$ cat src/rtl/cfg_pwm_timer.sv
// ============================================================================
//  Module   : cfg_pwm_timer
//  Purpose  : Prescaled 16-bit two-channel PWM timer driven by a flat config
//             register bank, with shadowed period/duty and a status byte.
//  Revision : 1.0  initial release
// ============================================================================
`default_nettype none

module cfg_pwm_timer #(
    parameter int NUM_REGS = 8,
    parameter int WIDTH    = 8
) (
    input  logic                      clk,
    input  logic                      rst,
    input  logic                      ena,
    input  logic [NUM_REGS*WIDTH-1:0] config_regs,
    output logic [1:0]                pwm_out,
    output logic [WIDTH-1:0]          status_regs
);

    logic [3:0]       r_ctrl_q;
    logic [7:0]       r_pre;
    logic [15:0]      r_cnt;
    logic [15:0]      r_per;
    logic [15:0]      r_duty [2];
    logic             r_running;
    logic             r_wrap;
    logic             r_done;
    logic [1:0]       r_pwm;
    logic [WIDTH-1:0] r_status;

    logic [3:0]       w_ctrl;
    logic [7:0]       w_prescale;
    logic [15:0]      w_period;
    logic [15:0]      w_duty_cfg [2];
    logic             w_en_rise;
    logic             w_clr_rise;
    logic             w_unused_cfg;

    logic [7:0]       w_pre_n;
    logic [15:0]      w_cnt_n;
    logic [15:0]      w_per_n;
    logic [15:0]      w_duty_n [2];
    logic             w_running_n;
    logic             w_wrap_set;
    logic             w_done_set;
    logic             w_wrap_n;
    logic             w_done_n;
    logic [1:0]       w_raw;

    assign w_ctrl        = config_regs[3:0];
    assign w_prescale    = config_regs[15:8];
    assign w_period      = config_regs[31:16];
    assign w_duty_cfg[0] = config_regs[47:32];
    assign w_duty_cfg[1] = config_regs[63:48];
    assign w_unused_cfg  = ^config_regs;

    assign w_en_rise  = w_ctrl[0] & ~r_ctrl_q[0];
    assign w_clr_rise = w_ctrl[3] & ~r_ctrl_q[3];

    always_comb begin
        w_pre_n     = r_pre;
        w_cnt_n     = r_cnt;
        w_per_n     = r_per;
        w_duty_n[0] = r_duty[0];
        w_duty_n[1] = r_duty[1];
        w_running_n = r_running;
        w_wrap_set  = 1'b0;
        w_done_set  = 1'b0;

        if (w_en_rise) begin
            w_per_n     = w_period;
            w_duty_n[0] = w_duty_cfg[0];
            w_duty_n[1] = w_duty_cfg[1];
            w_cnt_n     = '0;
            w_pre_n     = '0;
            w_running_n = 1'b1;
        end else if (!w_ctrl[0]) begin
            w_running_n = 1'b0;
            w_cnt_n     = '0;
            w_pre_n     = '0;
        end else if (r_running) begin
            if (r_pre == w_prescale) begin
                w_pre_n = '0;
                if (r_cnt == r_per) begin
                    // Shadows reload only at the period boundary so a running period never glitches.
                    w_cnt_n     = '0;
                    w_per_n     = w_period;
                    w_duty_n[0] = w_duty_cfg[0];
                    w_duty_n[1] = w_duty_cfg[1];
                    w_wrap_set  = 1'b1;
                    if (w_ctrl[1]) begin
                        w_running_n = 1'b0;
                        w_done_set  = 1'b1;
                    end
                end else begin
                    w_cnt_n = r_cnt + 16'd1;
                end
            end else begin
                w_pre_n = r_pre + 8'd1;
            end
        end

        w_wrap_n = w_wrap_set | (r_wrap & ~w_clr_rise);
        w_done_n = w_done_set | (r_done & ~w_clr_rise & ~w_en_rise);

        for (int i = 0; i < 2; i++) begin
            w_raw[i] = r_running && (r_cnt < r_duty[i]);
        end
    end

    always_ff @(posedge clk) begin
        if (rst) begin
            r_ctrl_q  <= '0;
            r_pre     <= '0;
            r_cnt     <= '0;
            r_per     <= '0;
            r_duty[0] <= '0;
            r_duty[1] <= '0;
            r_running <= 1'b0;
            r_wrap    <= 1'b0;
            r_done    <= 1'b0;
            r_pwm     <= '0;
            r_status  <= '0;
        end else if (ena) begin
            r_ctrl_q  <= w_ctrl;
            r_pre     <= w_pre_n;
            r_cnt     <= w_cnt_n;
            r_per     <= w_per_n;
            r_duty[0] <= w_duty_n[0];
            r_duty[1] <= w_duty_n[1];
            r_running <= w_running_n;
            r_wrap    <= w_wrap_n;
            r_done    <= w_done_n;
            r_pwm     <= w_raw ^ {2{w_ctrl[2]}};
            r_status  <= {{(WIDTH-4){1'b0}}, w_ctrl[0], w_done_n, w_wrap_n, w_running_n};
        end
    end

    assign pwm_out     = r_pwm;
    assign status_regs = r_status;

endmodule

`default_nettype wire

$ cat config.mk
export PLATFORM = sky130hd
export DESIGN_NAME = cfg_pwm_timer
export DESIGN_NICKNAME = d
export VERILOG_FILES = /design/src/rtl/cfg_pwm_timer.sv
export SDC_FILE = /design/constraint.sdc
export NUM_CORES = 1
export LEC_CHECK = 0
export BUFFER_PORTS_ARGS = -buffer_cell sky130_fd_sc_hd__clkbuf_2
export CAP_MARGIN = 5
export CORE_MARGIN = 4
export CORE_UTILIZATION = 45
export DETAILED_ROUTE_END_ITERATION = 7
export PLACE_DENSITY = 0.67
export SLEW_MARGIN = 20
export SYNTH_ARGS = -nofsm -noshare
export SYNTH_HDL_FRONTEND = slang
export SYNTH_SLANG_ARGS = --single-unit
$ cat constraint.sdc
create_clock -name clk -period 5.5 [get_ports clk]
set_input_delay 0.825 -clock clk [delete_from_list [all_inputs] [get_ports clk]]
set_output_delay 0.825 -clock clk [all_outputs]
set_load 0.03 [all_outputs]
## Word-level counts from Yosys, hierarchy flattened

Memory sizes are Yosys's and may differ from the RTL's.
Cells that the tools add are included.

- Register bits: 53
- Bits in writable memories: 32
- Bits of input ports: 67
- Output and inout port bits: 10
- Memories: 1

- $add $sub $neg: 2
- Order comparisons: 2
- Equal/unequal tests: 4
- Muxes and demuxes: 43
- Bitwise logic cells: 14
- Reductions and logical operators: 9

Memories:

| name | words | width | rd ports | clocked after Yosys merged registers in | write ports | line | text |
|---|---|---|---|---|---|---|---|
| r_duty | 2 | 16 | 2 | 0 | 2 | 25 | `logic [15:0] r_duty [2];` |

Operators by type and width:

| operator | count |
|---|---|
| 16-bit two-way mux | 12 |
| 32-bit two-way mux | 5 |
| 16-bit < comparator | 2 |
| 8-bit two-way mux | 4 |
| 1-bit two-way mux | 22 |
| 16-bit by 1-bit adder with 16-bit output (second input constant) | 1 |
| 16-bit == test | 1 |
| 8-bit by 1-bit adder with 8-bit output (second input constant) | 1 |
| 8-bit == test | 1 |
| 2-bit nonzero test | 4 |
| 3-bit by 1-bit inequality test with 1-bit output (second input constant) | 2 |
| 1-bit AND | 5 |
| 5-bit AND reduction | 1 |
| 1-bit NOT | 4 |
| 1-bit bitwise OR | 4 |
| 3-bit AND reduction | 1 |
| 1-bit logical AND | 2 |
| 2-bit AND reduction | 1 |
| 2-bit bitwise XOR | 1 |

## Logic depth before layout (Yosys ltp)

Gate-level depths: netlist of run 1.

- Word-level depth: 7
- Depth in mapped cells: 7

## Least setup slack after synthesis of run 1

No wires, ideal clock.

- Path kind: input-to-reg
- From: input config_regs[14]
- To: memory r_duty[0][0], enable pin
- Setup time: 375 ps
- Arrival time: 2452 ps
- Required time: 5125 ps
- Slack: 2674 ps
- Stages on the path: 5
- Path buffers: 0
- Cells stage by stage: xor2_1 -> nor4_2 -> nand2_1 -> o32ai_4 -> or2_2

RTL lines:

| item | line | text |
|---|---|---|
| from (decl) | 16 | `input logic [NUM_REGS*WIDTH-1:0] config_regs,` |
| to (decl) | 25 |  |

==> out/metrics.yaml, run 1 <==
ctsHoldBuffers: 0
endpoint_kind: "flop"
floorplan.rows: 36
max_freq_ghz: 0.285
ys_ff_latch: 79
min_period_ns: 3.50
worstPathRequired_ns: 5.47
instances_no_fill: 664
slew_headroom_pct: 28.4
drt_iter0_drc: 224
grt_pass1_wl_mm: 16.0
synth_seq_area_share_pct: 41.5
cap_violations: 0
area_delta_synth_final_pct: 11.3
routabilityCongestion: 0.824
core_sq_um: 9860
place_inst: 648
synthCells: 473
crit_fanout: 32
clock_sinks: 79
seq_area_sq_um: 1900
crit_arrival_ns: 3.48
cts_buffers: 9
dieArea_sq_um: 11900
gr-total-overflow: 0
setup_viol: 0
cts_resized: 0
num_vias: 3501
grt_pass1_vias: 3501
die_h_microns: 109
dp_hpwl_mm: 6.77
pre_cts_ws_ns: 1.70
reg2reg_to: "r_duty[0][15]$_SDFFCE_PN0P_"
hp-class: "reg2reg"
nets: 625
grt_max_degree: 38
run_status: "finished, final reports clean"
r2r_start: "r_cnt[2]$_SDFFE_PP0P_"
ff2ff_path_depth: 5
h-tree-depth: 3
critPathKind: "reg2reg"
slew_viol_final: 0
p_total_mw: 1.18
io_pins: 77
hold_violations: 0
ys_types: 50
ant_nets: 0
drc_errors: 0
hold_end: "status_regs[2]$_SDFFE_PP0P_"
finalSetupTns_ns: 0
rrSetupSlack_ns: 2.00
die_w_microns: 109
syn_area_sq_um: 4580
clock_skew_ns: 0.0105
wl_mm: 9.34
min_path_cells: 2
rsz0062_at_grt: "false"
syn_area_per_cell_sq_um: 9.69
min_period_over_period_pct: 63.7
drt-pass1-iter-count: 5
tritoncts: "done"
p_leak_nw: 2.15
n_antenna_cell: 0
antenna_found_initial: 0
via_per_inst: 5.27
tightest_slew_ns: 1.07
ctsLongestPathBuffers: 2
post-cts-setup-buffers: 0
grt_use_total_pct: 17.0
hold_slack_ns: 0.452
io_buffers: 68
ir_drop_mv: 0.108
drive_gt1_share_pct: 18.8
min_from: "status_regs[2]$_SDFFE_PP0P_"
wire_per_inst_microns: 14.1
multiInputGateArea_sq_um: 2360
cts_root_buffer: "clkbuf_8"
yosys_warnings: 0
async_flop_share_pct: 0
nFillCells: 937
setup_slack_ns: 2.00
worstSkewPairLatency_ns: 0.35
synthFlopType: "dfxtp_1"
worstSetupStartpointType: "flop"
initial_utilization_pct: 46.5
synth_edf_count: 32
power.density_nw_per_um2: 231
clkSlewWorstSetupHoldPaths_ns: 0.08
[cells in the final DEF, fill, tap and decap left out, drive strengths merged, types with 2 or more instances in the layout]
cell      n
a2111oi   2
a211oi   18
a21o      2
a21oi    11
a221oi    4
and2     32
and3      3
clkbuf   79
clkinv    3
conb      4
dfxtp    47
edfxtp   32
ha       32
inv      40
mux2i    16
nand2    55
nand2b    5
nand3     8
nand4    14
nor2      9
nor2b     5
nor3      7
nor4      7
o2111a    2
o211ai    4
o21a      3
o21ai    19
o31ai     8
o41ai     2
or2       2
or3      10
or3b      2
or4       6
xnor2     5
xor2     26
[sequential cells by signal (all words and copies together) (netlist names)]
register and flops:
r_per 16, r_cnt 16, r_ctrl_q 2, r_duty 32, pwm_out 2, r_pre 8, status_regs 3
[how the worst max path moves through the flow]
stage	start	slack, ns	end	cells past startpoint
5_1_grt	r_cnt[2]$_SDFFE_PP0P_	1.74	r_duty[0][15]$_SDFFCE_PN0P_	5
3_3_place_gp	config_regs[14]	1.74	r_duty[0][1]$_SDFFCE_PN0P_	6
4_1_cts	r_cnt[2]$_SDFFE_PP0P_	1.93	r_duty[0][15]$_SDFFCE_PN0P_	5
2_1_floorplan	config_regs[14]	2.67	r_duty[0][0]$_SDFFCE_PN0P_	5
6_report	r_cnt[2]$_SDFFE_PP0P_	2.00	r_duty[0][15]$_SDFFCE_PN0P_	5
3_5_place_dp	config_regs[14]	1.70	r_duty[0][2]$_SDFFCE_PN0P_	6
[power by group]
| part | total, mW | switching, mW | internal [mW] |
|---|---|---|---|
| clock | 0.387 | 0.212 | 0.176 |
| combinational | 0.140 | 0.0825 | 0.0570 |
| sequential | 0.653 | 0.0148 | 0.638 |
| total | 1.18 | 0.309 | 0.871 |
[critical path, cell delays in order, from the launching register on]
cell	delay [ns]
dfxtp_1	0.67
xor2_2	0.13
nor4_2	0.33
nand4_2	0.28
o32ai_4	0.95
or2_2	0.74
[final cells by class]
cell class | instances | area share, %
multi-input combinational | 328 | 46.3
timing repair buffer | 69 | 6.82
clock buffer | 11 | 2.77
clock inverter | 5 | 0.638
tap | 133 | 3.26
sequential | 79 | 37.3
inverter | 39 | 2.87
[cell families after synthesis]
| family | Yosys count | synth area share (%) |
|---|---|---|
| muxes | 16 | 3.49 |
| buffers and inverters | 69 | 7.43 |
| adders and majority gates | 32 | 8.74 |
| other | 1 | 0.0818 |
| xor gates and xnor gates | 31 | 6.42 |
| AOI/OAI and AO/OA | 79 | 12.3 |
| and+or+nand+nor | 166 | 20.1 |
| DFF | 79 | 41.5 |
[layer usage]
layer,global-route usage [%],share of wire [%]
met5,0,0
met2,28.4,46
met4,5.41,1.9
met1,21.8,45
met3,3.91,6.6
[per-stage QoR]
stage	instance area, sq um	utilization (%)
after floorplan	4590	-
after global placement	4920	49.9
after detailed placement	4920	49.9
after CTS	5090	51.6
after global routing	5100	51.7
final	5100	51.7
[cell usage after synthesis (5+ instances only)]
| master | count | area [sq um] |
|---|---|---|
| dfxtp_1 | 47 | 941 |
| o31ai_1 | 8 | 60.1 |
| nor2b_1 | 5 | 31.3 |
| o21ai_0 | 17 | 85.1 |
| nand3_1 | 8 | 40.0 |
| ha_1 | 32 | 400 |
| buf_4 | 9 | 67.6 |
| a211oi_1 | 18 | 135 |
| clkbuf_1 | 11 | 41.3 |
| or3_1 | 9 | 56.3 |
| xor2_1 | 23 | 201 |
| and2_1 | 32 | 200 |
| or4_1 | 6 | 45.0 |
| mux2i_1 | 16 | 160 |
| nand2_1 | 55 | 206 |
| a21oi_1 | 11 | 55.1 |
| inv_1 | 38 | 143 |
| nand2b_1 | 5 | 31.3 |
| edfxtp_1 | 32 | 961 |
| xnor2_1 | 5 | 43.8 |
| nor2_1 | 9 | 33.8 |
| nand4_1 | 13 | 81.3 |
| nor3_1 | 7 | 35.0 |
| nor4_2 | 6 | 75.1 |
| buf_2 | 5 | 25.0 |
Note: power is estimated with default switching activity, not from simulation.
==> inputs of run 2 (changes only) <==
- ABC_AREA: default -> 1
- PLACE_DENSITY: 0.67 -> 0.69
- clock period: 5.5 -> 3.05 ns (I/O delays scaled with it)
==> run 2 against run 1 <==
Register-to-register slack got worse by 1.1 ns; sequential power rose by 79%; critical path depth increased by 4; critical path type unchanged; largest cell class unchanged; highest routed layer unchanged.
==> out/metrics.yaml, run 2 <==
r2r_start: "r_cnt[12]$_SDFFE_PP0P_"
post-cts-setup-buffers: 0  # unchanged
initial_utilization_pct: 46.4  # -0.047 points
floorplan.rows: 37  # +2.8%
die_h_microns: 112  # +2.5%
cts_resized: 0  # unchanged
core_sq_um: 10400  # +5.6%
via_per_inst: 4.72  # -10%
min_period_over_period_pct: 70.1  # +6.4 points
cts_buffers: 9  # unchanged
clock_skew_ns: 0.00975  # -0.000745 ns
tightest_slew_ns: 0.790  # -0.284 ns
wire_per_inst_microns: 11.9  # -15%
area_delta_synth_final_pct: 11.6
cpMostUsedCell: "nand2_1"
grt_max_degree: 33  # -13%
ctsLongestPathBuffers: 2  # unchanged
die_w_microns: 112  # +2.5%
routabilityCongestion: 0.863  # +4.7%
gr-total-overflow: 0  # unchanged
path_cells: "nand2_1 -> nand2_1 -> nand4_1 -> nor2_1 -> nand2_2 -> nand2_2 -> nand4_4 -> nand2_1 -> buf_4"
worstSetupStartpointType: "flop"
antenna_found_initial: 0  # unchanged
ys_types: 37  # -26%
grt_use_total_pct: 17.6  # +0.62 points
ys_ff_latch: 79  # unchanged
synthCells: 673  # +42%
synth_top_cell_area_share_pct: 19.9  # -1.1 points
endpoint_kind: "flop"
worstPathRequired_ns: 3.08  # -2.39 ns
power.density_nw_per_um2: 406  # +76%
setup_viol: 0  # unchanged
grt_pass1_vias: 4130  # +18%
ant_nets: 0  # unchanged
drt-pass1-iter-count: 5  # unchanged
nets: 835  # +34%
yosys_warnings: 0  # unchanged
n_antenna_cell: 0  # unchanged
synth_common_cells: "nand2_1 (165), nor2_1 (123), inv_1 (118), dfxtp_1 (47)"
mostFrequentLayoutCells: "nand2_1 (165), nor2_1 (123), inv_1 (118), clkbuf_2 (68), dfxtp_1 (47)"
cpPeakStageDelay_ns: 0.57  # -0.38 ns
slew_viol_final: 0  # unchanged
io_pins: 77  # unchanged
final_core_util_pct: 51.8  # +0.096 points
crit_start: "r_cnt[12]$_SDFFE_PP0P_"
rsz0062_at_grt: "false"
max_freq_ghz: 0.468  # +64%
post_dp_cell_area_sq_um: 5230  # +6.3%
final_area_sq_um: 5400  # +5.8%
h-tree-depth: 3  # unchanged
synthFlopType: "dfxtp_1"
mostFrequentLayoutCell: "nand2_1"
clock_sinks: 79  # unchanged
num_vias: 4143  # +18%
critPathKind: "reg2reg"
largest_reg_flops: 32  # unchanged
io_buffers: 68  # unchanged
run_status: "finished, final reports clean"
min_from: "config_regs[24]"
yosysMostFrequentCell: "nand2_1"
slew_headroom_pct: 47.3  # +19 points
syn_area_sq_um: 4830  # +5.5%
crit_arrival_ns: 2.17  # -1.31 ns
top_register: "r_duty"
wl_mm: 10.5  # +12%
cap_violations: 0  # unchanged
synthTopCellsByArea: "edfxtp_1 (20%), dfxtp_1 (19%), nand2_1 (13%)"
nFillCells: 1013  # +8.1%
finalSetupTns_ns: 0  # unchanged
dp_hpwl_mm: 8.06  # +19%
hold_violations: 0  # unchanged
async_flop_share_pct: 0  # unchanged
clkSlewWorstSetupHoldPaths_ns: 0.08  # about the same
drt_iter0_drc: 203  # -9.4%
hp-class: "in2reg"
cts_root_buffer: "clkbuf_8"
yosys.area.top_type: "edfxtp_1"
synth_seq_area_share_pct: 39.3  # -2.2 points
dieArea_sq_um: 12500  # +5.1%
drive_gt1_share_pct: 14.6  # -4.3 points
crit_fanout: 32  # unchanged
syn_area_per_cell_sq_um: 7.18  # -26%
drc_errors: 0  # unchanged
worstSkewPairLatency_ns: 0.37  # +0.02 ns
p_leak_nw: 2.72  # +26%
critPathSlowestCell: "dfxtp_1"
largestRegisters: "r_duty: 32 flops, r_cnt: 16 flops, r_per: 16 flops"
ctsHoldBuffers: 0  # unchanged
tritoncts: "done"
ir_drop_mv: 0.311  # +190%
grt_pass1_wl_mm: 18.1  # +13%
min_period_ns: 2.14  # -1.37 ns
synth_edf_count: 32  # unchanged
[run 2: cells by family (layout without fill, tap and decap cells)]
| logic type | Yosys count | count (layout) | share of synthesized area (%) |
|---|---|---|---|
| compound gates | 46 | 46 | 5.46 |
| xor+xnor | 22 | 22 | 3.99 |
| fa+ha+maj | 32 | 32 | 8.28 |
| buf+inv | 146 | 211 | 12.8 |
| flops | 79 | 79 | 39.3 |
| other cells | 1 | 4 | 0.0776 |
| simple gates | 347 | 347 | 30.1 |
[run 2: critical path: cells and delay by family, from the launching register on]
family                 cells  cell delay (ns)
DFF                        1             0.57
and+or+nand+nor            8             0.83
buffers and inverters      1             0.38
[run 2: metal layers]
metal	vias up	global-route usage (%)	wire length (microns)
li1	2191	-	-
met1	1841	21.1	4680
met2	95	30.5	4980
met3	16	4.51	630
met4	0	6.33	168
met5	-	0	0
[run 2: report_power, final]
part,internal (mW),total [mW],leakage [nW],switching (mW)
Clock,0.300,0.695,0.0858,0.394
Sequential,1.15,1.17,0.713,0.0230
Combinational,0.116,0.324,1.92,0.208
[run 2: stage by stage]
stage               hold WS (ns)  std cells  worst slack, ns  power, mW
global route               0.297        877            0.726       2.31
floorplan                  0.433        676            0.619       1.43
detailed placement         0.455        861            0.883       1.52
finish                     0.307        877            0.912       2.19
CTS                        0.288        877            0.906       2.22
global placement           0.442        861            0.927       1.51
[run 2: worst paths after layout]
check / to / slack [ns] / cells after the start
max reg2reg: r_duty[0][23]$_SDFFCE_PN0P_ / 0.91 / 9
min reg2reg: r_ctrl_q[3]$_SDFFE_PP0P_ / 0.46 / 2
max: r_duty[0][23]$_SDFFCE_PN0P_ / 0.91 / 9
min: r_per[8]$_SDFFE_PP0P_ / 0.31 / 3
[run 2: cell type report]
type	instances	area (sq um)	share of cell area, %
inverter	124	465	8.63
clock buffer	10	131	2.44
sequential	79	1900	35.3
multi-input combinational	451	2330	43.1
clock inverter	6	36.3	0.673
timing repair buffer	71	363	6.73
tap	136	170	3.15
